## src/rtl/sap_pkg.sv

```systemverilog
// Shared definitions for the parametrised SAP core.
// Opcodes, FSM states, bus sources and the control word.
package sap_pkg;

    localparam logic [3:0] OP_NOP = 4'h0;
    localparam logic [3:0] OP_LDA = 4'h1;
    localparam logic [3:0] OP_ADD = 4'h2;
    localparam logic [3:0] OP_SUB = 4'h3;
    localparam logic [3:0] OP_STA = 4'h4;
    localparam logic [3:0] OP_LDI = 4'h5;
    localparam logic [3:0] OP_JMP = 4'h6;
    localparam logic [3:0] OP_JC  = 4'h7;
    localparam logic [3:0] OP_JZ  = 4'h8;
    localparam logic [3:0] OP_OUT = 4'hE;
    localparam logic [3:0] OP_HLT = 4'hF;

    typedef enum logic [2:0] {
        ST_T1   = 3'd0,
        ST_T2   = 3'd1,
        ST_T3   = 3'd2,
        ST_T4   = 3'd3,
        ST_T5   = 3'd4,
        ST_HALT = 3'd5
    } state_e;

    typedef enum logic [2:0] {
        BUS_NONE = 3'd0,
        BUS_PC   = 3'd1,
        BUS_OPND = 3'd2,
        BUS_RAM  = 3'd3,
        BUS_A    = 3'd4,
        BUS_ALU  = 3'd5
    } bus_sel_e;

    typedef struct packed {
        logic     pc_incr;
        logic     pc_load;
        logic     mar_load;
        logic     ram_read;
        logic     ram_write;
        logic     ir_load;
        logic     a_load;
        logic     b_load;
        logic     alu_sub;
        logic     flags_load;
        logic     out_load;
        bus_sel_e bus_sel;
    } ctrl_t;

    localparam ctrl_t CTRL_IDLE = '0;

endpackage

```

## src/rtl/sap_controller_fsm.sv

```systemverilog
// Variable-length T-state sequencer for the SAP core.
// In: opcode, flags, freeze, reset. Out: control word, state.
import sap_pkg::*;

module sap_controller_fsm (
    input  logic       i_clk,
    input  logic       i_reset,
    input  logic       i_freeze,
    input  logic [3:0] i_opcode,
    input  logic       i_carry,
    input  logic       i_zero,
    output ctrl_t      o_ctrl,
    output state_e     o_state
);

    state_e state_q;
    state_e state_d;
    ctrl_t  ctrl;

    always_comb begin
        state_d = state_q;
        ctrl    = CTRL_IDLE;
        unique case (state_q)
            ST_T1: begin
                ctrl.mar_load = 1'b1;
                ctrl.bus_sel  = BUS_PC;
                state_d       = ST_T2;
            end
            ST_T2: begin
                ctrl.ir_load  = 1'b1;
                ctrl.ram_read = 1'b1;
                ctrl.bus_sel  = BUS_RAM;
                ctrl.pc_incr  = 1'b1;
                state_d       = ST_T3;
            end
            ST_T3: begin
                state_d = ST_T1;
                case (i_opcode)
                    OP_LDA, OP_ADD, OP_SUB, OP_STA: begin
                        ctrl.mar_load = 1'b1;
                        ctrl.bus_sel  = BUS_OPND;
                        state_d       = ST_T4;
                    end
                    OP_LDI: begin
                        ctrl.a_load  = 1'b1;
                        ctrl.bus_sel = BUS_OPND;
                    end
                    OP_JMP: begin
                        ctrl.pc_load = 1'b1;
                        ctrl.bus_sel = BUS_OPND;
                    end
                    OP_JC: begin
                        ctrl.pc_load = i_carry;
                        ctrl.bus_sel = BUS_OPND;
                    end
                    OP_JZ: begin
                        ctrl.pc_load = i_zero;
                        ctrl.bus_sel = BUS_OPND;
                    end
                    OP_OUT: begin
                        ctrl.out_load = 1'b1;
                        ctrl.bus_sel  = BUS_A;
                    end
                    OP_HLT: state_d = ST_HALT;
                    default: ;
                endcase
            end
            ST_T4: begin
                state_d = ST_T1;
                case (i_opcode)
                    OP_LDA: begin
                        ctrl.a_load   = 1'b1;
                        ctrl.ram_read = 1'b1;
                        ctrl.bus_sel  = BUS_RAM;
                    end
                    OP_ADD, OP_SUB: begin
                        ctrl.b_load   = 1'b1;
                        ctrl.ram_read = 1'b1;
                        ctrl.bus_sel  = BUS_RAM;
                        state_d       = ST_T5;
                    end
                    OP_STA: begin
                        ctrl.ram_write = 1'b1;
                        ctrl.bus_sel   = BUS_A;
                    end
                    default: ;
                endcase
            end
            ST_T5: begin
                ctrl.a_load     = 1'b1;
                ctrl.flags_load = 1'b1;
                ctrl.alu_sub    = (i_opcode == OP_SUB);
                ctrl.bus_sel    = BUS_ALU;
                state_d         = ST_T1;
            end
            ST_HALT: state_d = ST_HALT;
            default: state_d = ST_T1;
        endcase
        // Freeze and reset both suppress every side effect;
        // reset additionally drops a partly executed instruction.
        if (i_freeze) begin
            ctrl    = CTRL_IDLE;
            state_d = state_q;
        end
        if (i_reset) begin
            ctrl    = CTRL_IDLE;
            state_d = ST_T1;
        end
    end

    always_ff @(posedge i_clk) begin
        if (i_reset) state_q <= ST_T1;
        else         state_q <= state_d;
    end

    assign o_ctrl  = ctrl;
    assign o_state = state_q;

endmodule

```

## src/rtl/sap_core_param.sv

```systemverilog
// Parametrised SAP accumulator CPU: datapath, bus mux and RAM.
// Ports: clk/reset, programming port, display, status flags, PC.
import sap_pkg::*;

module sap_core_param #(
    parameter int ADDR_WIDTH = 4,
    localparam int DATA_WIDTH = 4 + ADDR_WIDTH
) (
    input  logic                  i_clk,
    input  logic                  i_reset,
    input  logic                  i_program_mode,
    input  logic                  i_program_write,
    input  logic [ADDR_WIDTH-1:0] i_program_address,
    input  logic [DATA_WIDTH-1:0] i_program_data,
    output logic [DATA_WIDTH-1:0] o_display,
    output logic                  o_display_valid,
    output logic                  o_halted,
    output logic                  o_carry,
    output logic                  o_zero,
    output logic [ADDR_WIDTH-1:0] o_pc
);

    localparam int DEPTH = 2 ** ADDR_WIDTH;

    logic [DATA_WIDTH-1:0] ram_q [DEPTH];

    logic [ADDR_WIDTH-1:0] pc_q, pc_d;
    logic [ADDR_WIDTH-1:0] mar_q, mar_d;
    logic [DATA_WIDTH-1:0] ir_q, ir_d;
    logic [DATA_WIDTH-1:0] a_q, a_d;
    logic [DATA_WIDTH-1:0] b_q, b_d;
    logic [DATA_WIDTH-1:0] out_q, out_d;
    logic                  carry_q, carry_d;
    logic                  zero_q, zero_d;
    logic                  valid_q, valid_d;

    ctrl_t  ctrl;
    state_e state;

    logic [DATA_WIDTH-1:0] ram_rdata;
    logic [DATA_WIDTH-1:0] opnd;
    logic [DATA_WIDTH:0]   alu;
    logic [DATA_WIDTH-1:0] bus;

    sap_controller_fsm u_fsm (
        .i_clk    (i_clk),
        .i_reset  (i_reset),
        .i_freeze (i_program_mode),
        .i_opcode (ir_q[DATA_WIDTH-1 -: 4]),
        .i_carry  (carry_q),
        .i_zero   (zero_q),
        .o_ctrl   (ctrl),
        .o_state  (state)
    );

    assign ram_rdata = ctrl.ram_read ? ram_q[mar_q] : '0;
    assign opnd      = {4'b0, ir_q[ADDR_WIDTH-1:0]};

    // Subtract as A + ~B + 1 so the carry-out means "no borrow".
    always_comb begin
        if (ctrl.alu_sub)
            alu = {1'b0, a_q} + {1'b0, ~b_q} + 1'b1;
        else
            alu = {1'b0, a_q} + {1'b0, b_q};
    end

    always_comb begin
        bus = '0;
        unique case (ctrl.bus_sel)
            BUS_PC:   bus = {{(DATA_WIDTH-ADDR_WIDTH){1'b0}}, pc_q};
            BUS_OPND: bus = opnd;
            BUS_RAM:  bus = ram_rdata;
            BUS_A:    bus = a_q;
            BUS_ALU:  bus = alu[DATA_WIDTH-1:0];
            default:  bus = '0;
        endcase
    end

    always_comb begin
        pc_d    = pc_q;
        mar_d   = mar_q;
        ir_d    = ir_q;
        a_d     = a_q;
        b_d     = b_q;
        out_d   = out_q;
        carry_d = carry_q;
        zero_d  = zero_q;
        valid_d = ctrl.out_load;
        if (ctrl.pc_load)
            pc_d = bus[ADDR_WIDTH-1:0];
        else if (ctrl.pc_incr)
            pc_d = pc_q + 1'b1;
        if (ctrl.mar_load) mar_d = bus[ADDR_WIDTH-1:0];
        if (ctrl.ir_load)  ir_d  = bus;
        if (ctrl.a_load)   a_d   = bus;
        if (ctrl.b_load)   b_d   = bus;
        if (ctrl.out_load) out_d = bus;
        if (ctrl.flags_load) begin
            carry_d = alu[DATA_WIDTH];
            zero_d  = (alu[DATA_WIDTH-1:0] == '0);
        end
    end

    always_ff @(posedge i_clk) begin
        if (i_reset) begin
            pc_q    <= '0;
            mar_q   <= '0;
            ir_q    <= '0;
            a_q     <= '0;
            b_q     <= '0;
            out_q   <= '0;
            carry_q <= 1'b0;
            zero_q  <= 1'b0;
            valid_q <= 1'b0;
        end else begin
            pc_q    <= pc_d;
            mar_q   <= mar_d;
            ir_q    <= ir_d;
            a_q     <= a_d;
            b_q     <= b_d;
            out_q   <= out_d;
            carry_q <= carry_d;
            zero_q  <= zero_d;
            valid_q <= valid_d;
        end
    end

    // RAM survives reset; the programming port works even in reset/HALT.
    always_ff @(posedge i_clk) begin
        if (i_program_mode && i_program_write)
            ram_q[i_program_address] <= i_program_data;
        else if (ctrl.ram_write)
            ram_q[mar_q] <= bus;
    end

    assign o_display       = out_q;
    assign o_display_valid = valid_q;
    assign o_halted        = (state == ST_HALT);
    assign o_carry         = carry_q;
    assign o_zero          = zero_q;
    assign o_pc            = pc_q;

endmodule

```

## config.mk

```make
export PLATFORM = sky130hd
export DESIGN_NAME = sap_core_param
export DESIGN_NICKNAME = d
export VERILOG_FILES = /design/src/rtl/sap_pkg.sv /design/src/rtl/sap_controller_fsm.sv /design/src/rtl/sap_core_param.sv
export SDC_FILE = /design/constraint.sdc
export NUM_CORES = 1
export LEC_CHECK = 0
export ABC_AREA = 1
export CORE_ASPECT_RATIO = 0.75
export CORE_UTILIZATION = 38
export CTS_CLUSTER_DIAMETER = 50
export DETAILED_ROUTE_END_ITERATION = 10
export PLACE_DENSITY = 0.67
export SLEW_MARGIN = 5
export SYNTH_ARGS = -nofsm -noshare
export SYNTH_HDL_FRONTEND = slang
export SYNTH_SLANG_ARGS = --single-unit
```

## constraint.sdc

```tcl
create_clock -name i_clk -period 2.35 [get_ports i_clk]
set_input_delay 0.47 -clock i_clk [delete_from_list [all_inputs] [get_ports i_clk]]
set_output_delay 0.47 -clock i_clk [all_outputs]
set_load 0.005 [all_outputs]
```

==> impl_metrics.py <==
metrics = {
    "worst_setup_path": {
        "crit_path_end": "ram_q[6][6]$_DFFE_PP_",
        "r2r-end": "ram_q[6][6]$_DFFE_PP_",
        "r2r-start": "a_q[0]$_SDFFE_PP0P_",
        "cp_num_buf_inv": 5,
        "required_ns": 2.54,
        "crit_chain": "inv_2 -> ha_4 -> inv_4 -> fa_2 -> buf_6 -> buf_6 -> nand2_2 -> nand4_1 -> nand2_1 -> nand2_1 -> nand3_1 -> nand3_1 -> nand2_1 -> nand2_2 -> clkbuf_16",
        "start_kind": "flip-flop",
        "cp.depth": 15,
        "cpMostUsedCell": "nand2_1",
        "worst-path-max-fanout": 8,
        "cpLargestDelayFamily": "simple AND/OR/NAND/NOR gates",
        "regToRegSetupSlack_ns": 0.07,
        "crit_slowest_cell": "fa_2",
        "critPathLaunch": "a_q[0]$_SDFFE_PP0P_",
        "endpoint_kind": "flip-flop",
        "arrival_ns": 2.47,
        "critPathKind": "reg -> reg",
        "ff2ff_path_depth": 15,
        "max_stage_delay_ns": 0.38,
    },
    "logic_synthesis": {
        "yosysSeqAreaShare": 0.571,
        "syn_area_sq_mm": 0.00848,
        "synth_top_area_frac": 0.453,
        "synth-main-ff-cell": "edfxtp_1",
        "synth_cell_type_count": 43,
        "ys_ff_latch": 178,
        "synth_top_cell_by_area": "edfxtp_1",
        "synth_edf_count": 128,
        "yosysWarnings": 0,
        "synthArstFlopShare": 0,
        "synth.area.top_cells": "edfxtp_1 (45%), dfxtp_1 (12%), nand2_1 (11%), nand3_1 (7.1%), inv_1 (2.8%)",
        "synth_cells": 933,
        "avgSynthCellArea_sq_um": 9.09,
        "synth_fp_nets": 968,
    },
    "sta": {
        "finalClockSkew_ns": 0.0128,
        "relSlewSlack": 0.664,
        "setup_viol": 0,
        "fmax_mhz": 439,
        "fin_crit_sh": 0.968,
        "min_period_ns": 2.28,
        "final_hold_viol_count": 0,
        "slew_violations": 0,
        "holdWs_ns": 0.475,
        "fin_tns_setup_ns": 0,
        "worstMarginPinSlew_ns": 0.504,
    },
    "layout": {
        "nets": 1084,
        "drive_above_1_share": 0.205,
        "n_fill_cell": 1966,
        "fin_cells": 1350,
        "syn2layout_area_growth_pct": 26.1,
        "finalInstanceArea_sq_mm": 0.0107,
        "diodes": 0,
    },
    "grt": {
        "grt_max_degree": 53,
        "grt_use_total": 0.203,
        "grt_pass1_wl_um": 35800,
        "antenna_found_initial": 0,
        "grt-ovfl-total": 0,
        "grt_pass1_vias": 6379,
    },
    "detailed_routing": {
        "antenna_left": 0,
        "drt_iter0_drc": 822,
        "via_per_inst": 5.24,
        "drc": 0,
        "wl_um": 23100,
        "wl_per_cell_um": 17.1,
        "first_pass_iters": 5,
        "num_vias": 7071,
    },
    "floorplan": {
        "start_util": 0.394,
        "die_w_um": 174,
        "fp.dieH_um": 131,
        "rows": 46,
        "core_area_sq_mm": 0.0215,
        "io_pins": 32,
        "die_area_sq_mm": 0.0229,
    },
    "min_path": {
        "holdCritPathClass": "reg -> reg",
        "hold_path_depth": 2,
    },
    "placed_design": {
        "placed_area_sq_mm": 0.00988,
        "dp.cells": 1316,
        "gp_congestion": 0.923,
        "io_buffer_count": 31,
        "dp_hpwl_um": 16200,
    },
    "power": {
        "ir_drop_uv": 516,
        "p_total_mw": 6.72,
        "pwr_density_cell_mw_per_mm2": 629,
        "power.leakage_nw": 4.40,
    },
    "cts": {
        "clkSinkCount": 178,
        "cts_buffer_depth": 2,
        "clkLatencyLatePin_ns": 0.44,
        "clk_pin_slew_worst_paths_ns": 0.07,
        "numCtsBuffers": 17,
        "htreeDepth": 4,
        "root_buffer": "clkbuf_16",
        "cts_tree": "built",
    },
    "run_status": {
        "status": "finished clean",
    },
    "run": {
        "max_cap_viol_count": 0,
    },
}
report_power, final:
part	switching, mW	internal [mW]
combinational	0.306	0.181
sequential	0.0205	3.39
clock	1.32	1.51
worst register-to-register path: stages, from the launching register on:
cell	delay (ns)
dfxtp_2	0.34
inv_2	0.06
ha_4	0.13
inv_4	0.03
fa_2	0.38
buf_6	0.14
buf_6	0.11
nand2_2	0.06
nand4_1	0.08
nand2_1	0.08
nand2_1	0.07
nand3_1	0.07
nand3_1	0.09
nand2_1	0.10
nand2_2	0.11
clkbuf_16	0.18
cell type report:
cell class,count,area (sq um),share of cell area
Tap cell,288,360,0.0337
Clock inverter,15,156,0.0146
Sequential cell,178,4850,0.454
Multi-Input combinational cell,639,3340,0.312
Inverter,76,288,0.0269
Timing Repair Buffer,137,1270,0.119
Clock buffer,17,425,0.0398
what timing repair did:
| item | CTS | global route |
|---|---|---|
| pin swaps | 0 | 18 |
| resized for setup | 1 | 53 |
| setup buffers | 0 | 1 |
| cloned | 0 | 1 |
| setup endpoints to repair | 16 | 222 |
| hold buffers | 0 | 0 |
layer usage:
metal	up-vias	part of all wire	track usage	wire length (um)
li1	3405	-	-	-
met1	3319	0.49	0.321	11300
met2	328	0.41	0.272	9380
met3	19	0.091	0.0420	2100
met4	0	0.012	0.0599	270
met5	-	0	0	0
Yosys cell counts, types with 4 or more instances:
| cell type | count |
|---|---|
| or2_1 | 4 |
| nor2_1 | 61 |
| a22oi_1 | 7 |
| buf_2 | 12 |
| o21bai_1 | 5 |
| xor2_1 | 6 |
| a21oi_1 | 41 |
| inv_2 | 12 |
| nand3_1 | 121 |
| nand3_2 | 4 |
| inv_1 | 63 |
| ha_1 | 17 |
| a31oi_1 | 7 |
| dfxtp_1 | 50 |
| nor2_2 | 6 |
| o21ai_0 | 43 |
| nand4_1 | 15 |
| edfxtp_1 | 128 |
| o21ai_1 | 14 |
| nand2_1 | 255 |
| nor3_1 | 4 |
| clkbuf_1 | 25 |
metrics by stage:
stage	setup WS, ns	utilization
global route	-0.0579	0.497
floorplan	0.0368	-
global placement	-0.294	0.459
finish	0.0741	0.497
detailed placement	-0.343	0.459
CTS	0.00373	0.486
sequential cells by signal, summed over array words and instances, names as in the netlist, named ones only:
signal and count:
a_q 8, b_q 8, ir_q 8, mar_q 4, o_carry 1, o_display 8, o_display_valid 1, o_pc 4
o_zero 1, ram_q 128, u_fsm.o_state 3
cell usage in the layout, fill, tap and decap left out, types with 10 or more instances in the layout:
cell,Yosys,routed
clkdlybuf4s50_1,0,31
inv_2,12,16
edfxtp_1,128,128
nand2_2,3,10
nor2_2,6,14
o21ai_0,43,43
nand3_2,4,11
buf_12,0,10
buf_4,1,88
inv_1,63,58
ha_1,17,13
clkbuf_16,0,18
a21oi_1,41,39
nand3_1,121,114
nor2_1,61,53
nand2_1,255,248
dfxtp_1,50,45
nand4_1,15,15
o21ai_1,14,14
worst min-delay path by stage:
stage,startpoint,end,slack (ns)
final,o_display[5]$_SDFFE_PP0P_,o_display[5]$_SDFFE_PP0P_,0.48
after global routing,o_display[5]$_SDFFE_PP0P_,o_display[5]$_SDFFE_PP0P_,0.50
after CTS,o_display[5]$_SDFFE_PP0P_,o_display[5]$_SDFFE_PP0P_,0.48
after detailed placement,o_display[5]$_SDFFE_PP0P_,o_display[5]$_SDFFE_PP0P_,0.47
after global placement,o_display[5]$_SDFFE_PP0P_,o_display[5]$_SDFFE_PP0P_,0.46
after floorplan,o_display[5]$_SDFFE_PP0P_,o_display[5]$_SDFFE_PP0P_,0.46
cells by family after synthesis:
family          synth area share
compound gates            0.0880
xor+xnor                 0.00930
fa+ha+maj                 0.0298
buf+inv                   0.0545
flops                      0.571
mux                      0.00118
simple gates               0.246
Power figures use the tool's default switching activity.
